==> config.mk <==
export PLATFORM = sky130hd
export DESIGN_NAME = alu_mul_seq
export DESIGN_NICKNAME = d
export VERILOG_FILES = /design/src/rtl/alu_mul_seq_pkg.sv /design/src/rtl/mul_lod16.sv /design/src/rtl/alu_mul_seq.sv
export SDC_FILE = /design/constraint.sdc
export NUM_CORES = 1
export LEC_CHECK = 0
export ABC_AREA = 1
export CORE_MARGIN = 5
export CORE_UTILIZATION = 52
export DETAILED_ROUTE_END_ITERATION = 6
export HOLD_SLACK_MARGIN = 0.03
export MAX_ROUTING_LAYER = met4
export PLACE_DENSITY = 0.83
export SYNTH_ARGS = -nofsm -noshare
export SYNTH_HDL_FRONTEND = slang
export SYNTH_SLANG_ARGS = --single-unit
export TNS_END_PERCENT = 20
==> constraint.sdc <==
create_clock -name clk -period 1.8 [get_ports clk]
set_input_delay 0.27 -clock clk [delete_from_list [all_inputs] [get_ports clk]]
set_output_delay 0.27 -clock clk [all_outputs]
set_load 0.03 [all_outputs]
==> src/rtl/alu_mul_seq_pkg.sv <==
// Shared types and constants for the sequential saturating multiplier.
// ALU function codes must match the EX-stage ALU encoding.
package alu_mul_seq_pkg;

  localparam logic [4:0] ALU_ADD = 5'h00;
  localparam logic [4:0] ALU_SUB = 5'h01;

  localparam int          MUL_ITERS = 15;
  localparam logic [15:0] SAT_POS   = 16'h7FFF;
  localparam logic [15:0] SAT_NEG   = 16'h8000;

  typedef enum logic [2:0] {
    S_IDLE,
    S_ABS_A,
    S_ABS_B,
    S_DBL,
    S_ACC,
    S_NEG,
    S_DONE
  } state_e;

  typedef struct packed {
    logic [15:0] src1;
    logic [15:0] src0;
    logic [4:0]  func;
  } alu_req_t;

  // Magnitude request: 0 - v for negatives, v + 0 otherwise.
  function automatic alu_req_t abs_req(input logic [15:0] v);
    alu_req_t r;
    if (v[15]) begin
      r.src1 = 16'h0000;
      r.src0 = v;
      r.func = ALU_SUB;
    end else begin
      r.src1 = v;
      r.src0 = 16'h0000;
      r.func = ALU_ADD;
    end
    return r;
  endfunction

endpackage

==> src/rtl/mul_lod16.sv <==
// Combinational leading-one detector over a 15-bit magnitude.
// idx_o is the highest set bit position; zero_o flags an all-zero input.
module mul_lod16 (
  input  logic [14:0] vec_i,
  output logic [3:0]  idx_o,
  output logic        zero_o
);

  always_comb begin
    idx_o = 4'd0;
    for (int i = 0; i < 15; i++) begin
      if (vec_i[i]) idx_o = 4'(i);
    end
  end

  assign zero_o = (vec_i == 15'd0);

endmodule

==> src/rtl/alu_mul_seq.sv <==
// Signed 16x16 saturating multiply run as a Horner shift-and-add loop on the borrowed EX ALU.
// Define MUL_EARLY_EXIT_EN to start the loop at the multiplier's leading one.
module alu_mul_seq
  import alu_mul_seq_pkg::*;
#(
  parameter int DW    = 16,
  parameter int CNT_W = 4
) (
  input  logic          clk,
  input  logic          rst_n,
  input  logic          start,
  input  logic [DW-1:0] op_a,
  input  logic [DW-1:0] op_b,
  output logic          busy,
  output logic          done,
  output logic [DW-1:0] result,
  output logic          ov,
  output logic          alu_own,
  output logic [DW-1:0] alu_src0,
  output logic [DW-1:0] alu_src1,
  output logic [4:0]    alu_func,
  output logic [3:0]    alu_shamt,
  input  logic [DW-1:0] alu_dst,
  input  logic          alu_ov
);

  state_e         state_q;
  logic [DW-1:0]  op_b_q;
  logic [DW-1:0]  mag_a_q;
  logic [DW-1:0]  mag_b_q;
  logic [DW-1:0]  acc_q;
  logic [CNT_W-1:0] cnt_q;
  logic           sign_q;
  logic           sticky_q;
  logic           sticky_d;
  logic           busy_q;
  logic           done_q;
  logic [DW-1:0]  result_q;
  logic           ov_q;
  logic [DW-1:0]  src0_q;
  logic [DW-1:0]  src1_q;
  logic [4:0]     func_q;
  logic [CNT_W-1:0] cnt_load;
  logic           mag_b_zero;
  alu_req_t       req_a;
  alu_req_t       req_b;

`ifdef MUL_EARLY_EXIT_EN
  mul_lod16 u_lod (
    .vec_i  (alu_dst[14:0]),
    .idx_o  (cnt_load),
    .zero_o (mag_b_zero)
  );
`else
  assign cnt_load   = CNT_W'(MUL_ITERS - 1);
  assign mag_b_zero = 1'b0;
`endif

  assign req_a    = abs_req(op_a);
  assign req_b    = abs_req(op_b_q);
  assign sticky_d = sticky_q | alu_ov;

  // ALU operands are registered one state ahead, so each transition loads the next op.
  always_ff @(posedge clk or negedge rst_n) begin
    if (!rst_n) begin
      state_q  <= S_IDLE;
      op_b_q   <= '0;
      mag_a_q  <= '0;
      mag_b_q  <= '0;
      acc_q    <= '0;
      cnt_q    <= '0;
      sign_q   <= 1'b0;
      sticky_q <= 1'b0;
      busy_q   <= 1'b0;
      done_q   <= 1'b0;
      result_q <= '0;
      ov_q     <= 1'b0;
      src0_q   <= '0;
      src1_q   <= '0;
      func_q   <= ALU_ADD;
    end else begin
      done_q <= 1'b0;
      if (state_q inside {S_ABS_A, S_ABS_B, S_DBL, S_ACC}) sticky_q <= sticky_d;
      case (state_q)
        S_IDLE: begin
          if (start) begin
            op_b_q   <= op_b;
            sign_q   <= op_a[DW-1] ^ op_b[DW-1];
            acc_q    <= '0;
            sticky_q <= 1'b0;
            src1_q   <= req_a.src1;
            src0_q   <= req_a.src0;
            func_q   <= req_a.func;
            busy_q   <= 1'b1;
            state_q  <= S_ABS_A;
          end
        end
        S_ABS_A: begin
          mag_a_q <= alu_dst;
          src1_q  <= req_b.src1;
          src0_q  <= req_b.src0;
          func_q  <= req_b.func;
          state_q <= S_ABS_B;
        end
        S_ABS_B: begin
          mag_b_q <= alu_dst;
          cnt_q   <= cnt_load;
          src1_q  <= acc_q;
          src0_q  <= acc_q;
          if (mag_b_zero) begin
            func_q  <= ALU_SUB;
            state_q <= S_NEG;
          end else begin
            func_q  <= ALU_ADD;
            state_q <= S_DBL;
          end
        end
        S_DBL: begin
          acc_q   <= alu_dst;
          src1_q  <= alu_dst;
          src0_q  <= mag_b_q[cnt_q] ? mag_a_q : '0;
          func_q  <= ALU_ADD;
          state_q <= S_ACC;
        end
        S_ACC: begin
          acc_q <= alu_dst;
          if (cnt_q == '0) begin
            src1_q  <= '0;
            src0_q  <= alu_dst;
            func_q  <= ALU_SUB;
            state_q <= S_NEG;
          end else begin
            cnt_q   <= cnt_q - 1'b1;
            src1_q  <= alu_dst;
            src0_q  <= alu_dst;
            func_q  <= ALU_ADD;
            state_q <= S_DBL;
          end
        end
        S_NEG: begin
          // Loop saturation is absorbing, so sticky_q alone decides clamping.
          if (acc_q == '0) result_q <= '0;
          else if (sign_q) result_q <= sticky_q ? SAT_NEG : alu_dst;
          else result_q <= sticky_q ? SAT_POS : acc_q;
          ov_q    <= sticky_q & (acc_q != '0);
          busy_q  <= 1'b0;
          done_q  <= 1'b1;
          src1_q  <= '0;
          src0_q  <= '0;
          func_q  <= ALU_ADD;
          state_q <= S_DONE;
        end
        S_DONE: state_q <= S_IDLE;
        default: state_q <= S_IDLE;
      endcase
    end
  end

  assign busy      = busy_q;
  assign alu_own   = busy_q;
  assign done      = done_q;
  assign result    = result_q;
  assign ov        = ov_q;
  assign alu_src0  = src0_q;
  assign alu_src1  = src1_q;
  assign alu_func  = func_q;
  assign alu_shamt = 4'd0;

endmodule

==> results of run 1 <==
==> power by group through the flow <==
stage	combinational, mW	sequential (mW)	clock, mW
2_1_floorplan	3.99	5.85	0
3_3_place_gp	7.27	4.97	0
3_5_place_dp	7.48	5.03	0
4_1_cts	7.56	5.03	3.04
5_1_grt	8.32	5.20	3.18
6_report	7.63	5.07	3.05
==> registers in the layout, indices dropped and copies added, names as in the netlist, 3 cells and up <==
signal / cells
op_b_q: 16
alu_src0: 16
mag_b_q: 16
alu_src1: 16
result: 16
state_q: 3
cnt_q: 4
acc_q: 16
mag_a_q: 16
==> worst min path at each step <==
stage	start	endpoint	slack [ps]	depth (start not counted)
2_1_floorplan	rst_n	acc_q[0]$_DFFE_PN0P_	-30	0
3_3_place_gp	rst_n	result[1]$_DFFE_PN0P_	70	1
3_5_place_dp	rst_n	result[0]$_DFFE_PN0P_	70	1
4_1_cts	rst_n	result[0]$_DFFE_PN0P_	190	2
5_1_grt	rst_n	result[0]$_DFFE_PN0P_	190	2
6_report	rst_n	result[0]$_DFFE_PN0P_	190	2
==> metrics by stage <==
stage,setup slack (ps),power (mW),util (%),area [µm²]
2_1_floorplan,316,9.84,-,6040
3_3_place_gp,122,12.2,63.5,7220
3_5_place_dp,27.3,12.5,63.5,7220
4_1_cts,9.82,15.6,68.1,7750
5_1_grt,2.07,16.7,68.4,7770
6_report,20.8,15.8,68.4,7770
==> metal layers <==
metal  global-route usage (%)  share of wire [%]
met2                     40.5                 48
met3                     5.43                8.9
met1                     35.6                 41
met5                        -                  0
met4                     10.3                2.3
==> kinds of logic (layout without fill, tap and decap cells) <==
group / Yosys count / after routing / share of synthesized area (%)
XOR/XNOR: 1 / 1 / 0.146
buffers and inverters: 118 / 232 / 9.46
other: 1 / 8 / 0.0623
AO/OA/AOI/OAI: 154 / 154 / 15.9
adder cells (fa/ha/maj): 1 / 1 / 0.208
flip-flops: 125 / 125 / 52.0
AND/OR/NAND/NOR: 308 / 308 / 22.2
==> repair_timing <==
| action | 4_1_cts | 5_1_grt |
|---|---|---|
| buffers inserted | 0 | 0 |
| hold endpoints to repair | 55 | 0 |
| hold buffers | 1 | 0 |
| cloned | 0 | 0 |
| resized for setup | 1 | 7 |
| setup endpoints to repair | 1 | 41 |
==> layout make-up <==
class / count / area [µm²] / area share [%]
Clock buffer: 24 / 482 / 6.20
Clock inverter: 7 / 40.0 / 0.515
Inverter: 73 / 279 / 3.59
Multi-Input combinational cell: 472 / 2360 / 30.4
Sequential cell: 125 / 3130 / 40.3
Tap cell: 143 / 179 / 2.30
Timing Repair Buffer: 128 / 1300 / 16.7
==> cells in the final DEF (no fill, tap or decap), types with 2 or more instances in the layout <==
cell type                         instances
sky130_fd_sc_hd__a21oi_1                 18
sky130_fd_sc_hd__a221oi_1                15
sky130_fd_sc_hd__buf_12                   6
sky130_fd_sc_hd__buf_4                   18
sky130_fd_sc_hd__clkbuf_1                 4
sky130_fd_sc_hd__clkbuf_16               17
sky130_fd_sc_hd__clkbuf_8                 3
sky130_fd_sc_hd__clkdlybuf4s50_1        101
sky130_fd_sc_hd__clkinv_2                 5
sky130_fd_sc_hd__clkinvlp_4               2
sky130_fd_sc_hd__conb_1                   8
sky130_fd_sc_hd__dfrtp_1                124
sky130_fd_sc_hd__inv_1                   64
sky130_fd_sc_hd__inv_2                    7
sky130_fd_sc_hd__inv_4                    2
sky130_fd_sc_hd__nand2_1                198
sky130_fd_sc_hd__nand2_2                  5
sky130_fd_sc_hd__nand3_1                 55
sky130_fd_sc_hd__nand3b_1                10
sky130_fd_sc_hd__nand4_1                  4
sky130_fd_sc_hd__nor2_1                  22
sky130_fd_sc_hd__nor2_2                   2
sky130_fd_sc_hd__nor2_4                   6
sky130_fd_sc_hd__nor4_1                   2
sky130_fd_sc_hd__o2111ai_1               28
sky130_fd_sc_hd__o21ai_0                 64
sky130_fd_sc_hd__o21ai_1                 10
sky130_fd_sc_hd__o22ai_1                 18
sky130_fd_sc_hd__or2_0                    2
==> impl_metrics.prom, run 1 <==
# TYPE chip_impl_metric gauge
chip_impl_info{name="r2r_end",value="acc_q[1]$_DFFE_PN0P_"} 1
chip_impl_metric{name="p_leak",unit="nW"} 3.65
chip_impl_metric{name="critical_path.n_buffers_inverters",unit=""} 1
chip_impl_metric{name="insertion_delay",unit="ps"} 420
chip_impl_info{name="path_class",value="flip-flop to output pin"} 1
chip_impl_metric{name="place_congestion",unit=""} 0.880
chip_impl_metric{name="slowest_delay",unit="ps"} 700
chip_impl_metric{name="detailedPlacementHpwl",unit="µm"} 12300
chip_impl_info{name="synth_common_cells",value="sky130_fd_sc_hd__nand2_1, sky130_fd_sc_hd__dfrtp_1, sky130_fd_sc_hd__inv_1, sky130_fd_sc_hd__o21ai_0, sky130_fd_sc_hd__nand3_1"} 1
chip_impl_metric{name="post_synth_inst_count",unit=""} 708
chip_impl_metric{name="cell_internal_pwr",unit="mW"} 8.84
chip_impl_metric{name="finClkSkew",unit="ps"} 11.2
chip_impl_info{name="timing.critical_path.to",value="alu_src0[15]"} 1
chip_impl_metric{name="h_tree_lvls",unit=""} 4
chip_impl_metric{name="clkTransAtPathRegs",unit="ps"} 50
chip_impl_metric{name="clockPowerShare",unit="%"} 19.4
chip_impl_metric{name="antenna_violations_before_repair",unit=""} 0
chip_impl_info{name="grt_setup_unrepaired",value="false"} 1
chip_impl_info{name="critical_path.endpoint_type",value="output pin"} 1
chip_impl_metric{name="design.core.area",unit="µm²"} 11400
chip_impl_metric{name="overflow",unit=""} 0
chip_impl_metric{name="synth-seq-cells",unit=""} 125
chip_impl_info{name="run_status",value="finished, violations left"} 1
chip_impl_metric{name="yosys_warnings",unit=""} 0
chip_impl_metric{name="final_antenna_net_count",unit=""} 0
chip_impl_metric{name="numCtsBuffers",unit=""} 17
chip_impl_metric{name="synth_sequential_area_ratio",unit="%"} 52.0
chip_impl_metric{name="sw_frac_of_total",unit="%"} 43.9
chip_impl_info{name="critical_path.startpoint_type",value="flip-flop"} 1
chip_impl_info{name="synth_flop_cell",value="sky130_fd_sc_hd__dfrtp_1"} 1
chip_impl_metric{name="via_count_of_the_first_global_routing_pass",unit=""} 5809
chip_impl_info{name="synth_top_cell_by_area",value="sky130_fd_sc_hd__dfrtp_1"} 1
chip_impl_metric{name="drt-pass1-iter-count",unit=""} 7
chip_impl_metric{name="non_filler_instance_count_after_layout",unit=""} 972
chip_impl_metric{name="antenna-diode-count",unit=""} 0
chip_impl_metric{name="timing.critical_path.required",unit="ps"} 1530
chip_impl_metric{name="num-nets-final",unit=""} 870
chip_impl_metric{name="tightest_slew",unit="ps"} 685
chip_impl_info{name="crit_path_top_delay_cell",value="sky130_fd_sc_hd__clkdlybuf4s50_1"} 1
chip_impl_metric{name="power.ir.vdd_worst",unit="mV"} 1.11
chip_impl_metric{name="data_arrival_time_of_the_worst_path",unit="ps"} 1510
chip_impl_metric{name="final_layout_size_suffix_gt1_share",unit="%"} 9.17
chip_impl_metric{name="wl_per_cell",unit="µm"} 18.6
chip_impl_metric{name="vias",unit=""} 5734
chip_impl_metric{name="clk_path_buf_depth",unit=""} 2
chip_impl_metric{name="n_fill_cell",unit=""} 897
chip_impl_metric{name="critPathMaxFanout",unit=""} 2
chip_impl_metric{name="finalHoldWorstSlack",unit="ps"} 189
chip_impl_metric{name="power_per_cell_area",unit="nW/µm²"} 2030
chip_impl_info{name="synth_top_cells_by_area",value="sky130_fd_sc_hd__dfrtp_1, sky130_fd_sc_hd__nand2_1, sky130_fd_sc_hd__o21ai_0, sky130_fd_sc_hd__nand3_1, sky130_fd_sc_hd__o2111ai_1"} 1
chip_impl_metric{name="timing_hold_violations_final",unit=""} 0
chip_impl_metric{name="power.switching",unit="mW"} 6.91
chip_impl_metric{name="cp.depth",unit=""} 1
chip_impl_metric{name="syn_area",unit="µm²"} 6020
chip_impl_metric{name="pin_count_of_the_biggest_net_entering_global_routing",unit=""} 124
chip_impl_metric{name="clock-sinks",unit=""} 125
chip_impl_info{name="synth.most_common_cell",value="sky130_fd_sc_hd__nand2_1"} 1
chip_impl_metric{name="edff_count_synth",unit=""} 0
chip_impl_info{name="cts_tree",value="built"} 1
chip_impl_metric{name="fp.dieArea",unit="µm²"} 13800
chip_impl_metric{name="fmax",unit="MHz"} 562
chip_impl_metric{name="detailedRoute.firstIterationViolations",unit=""} 776
chip_impl_metric{name="number_of_port_buffers",unit=""} 104
chip_impl_metric{name="totalNegativeSetupSlack",unit="ps"} 0
chip_impl_metric{name="routed_wl",unit="µm"} 18100
chip_impl_info{name="violations_in_the_final_reports",value="design-rule violations"} 1
chip_impl_metric{name="top_level_ports",unit=""} 113
chip_impl_metric{name="die_width",unit="µm"} 118
chip_impl_metric{name="max_cap_viol_count",unit=""} 0
chip_impl_metric{name="avgSynthCellArea",unit="µm²"} 8.50
chip_impl_metric{name="drcViolationCount",unit=""} 1
chip_impl_info{name="timing.critical_path.cells",value="clkdlybuf4s50_1"} 1
chip_impl_metric{name="placed_cells",unit=""} 940
chip_impl_metric{name="wire_length_of_the_first_global_routing_pass",unit="µm"} 29200
chip_impl_metric{name="number_of_setup_violations_in_the_final_report",unit=""} 0
chip_impl_metric{name="final_period_minus_worst_setup_slack",unit="ps"} 1780
chip_impl_metric{name="regToRegSetupSlack",unit="ps"} 110
chip_impl_metric{name="power.share.combinational",unit="%"} 48.4
chip_impl_metric{name="initial_utilization",unit="%"} 52.9
chip_impl_metric{name="finalCritPeriodShare",unit="%"} 98.8
chip_impl_info{name="worstHoldPathType",value="input port to asynchronous set/reset pin"} 1
chip_impl_metric{name="post_dr_vias_cell",unit=""} 5.90
chip_impl_metric{name="synth_cell_type_count",unit=""} 30
chip_impl_metric{name="slew-limit-headroom",unit="%"} 54.3
chip_impl_info{name="cp_top_family",value="buffers and inverters"} 1
chip_impl_metric{name="layout-area-overhead-vs-synth",unit="%"} 29.1
chip_impl_metric{name="async_flop_share",unit="%"} 100
chip_impl_metric{name="sequentialPowerShare",unit="%"} 32.2
chip_impl_metric{name="placement_rows",unit=""} 39
chip_impl_info{name="startpoint",value="alu_src0[15]$_DFFE_PN0P_"} 1
chip_impl_info{name="cts.root.buffer_cell",value="sky130_fd_sc_hd__clkbuf_16"} 1
chip_impl_metric{name="chipHeight",unit="µm"} 118
chip_impl_metric{name="reg2reg_depth",unit=""} 7
chip_impl_metric{name="maxSlewViolCount",unit=""} 0
chip_impl_metric{name="grtUsageTotal",unit="%"} 26.7
chip_impl_info{name="reg2reg_launch_point",value="state_q[1]$_DFFE_PN0P_"} 1
chip_impl_metric{name="synthDominantCellAreaShare",unit="%"} 52.0
No activity file was read; power rests on OpenSTA's default activity.
==> inputs of run 2 (changes only) <==
HOLD_SLACK_MARGIN = 0.06   (was 0.03)
==> results of run 2 <==
Same layout as run 1: the final DEF is identical, and so are final timing and power.
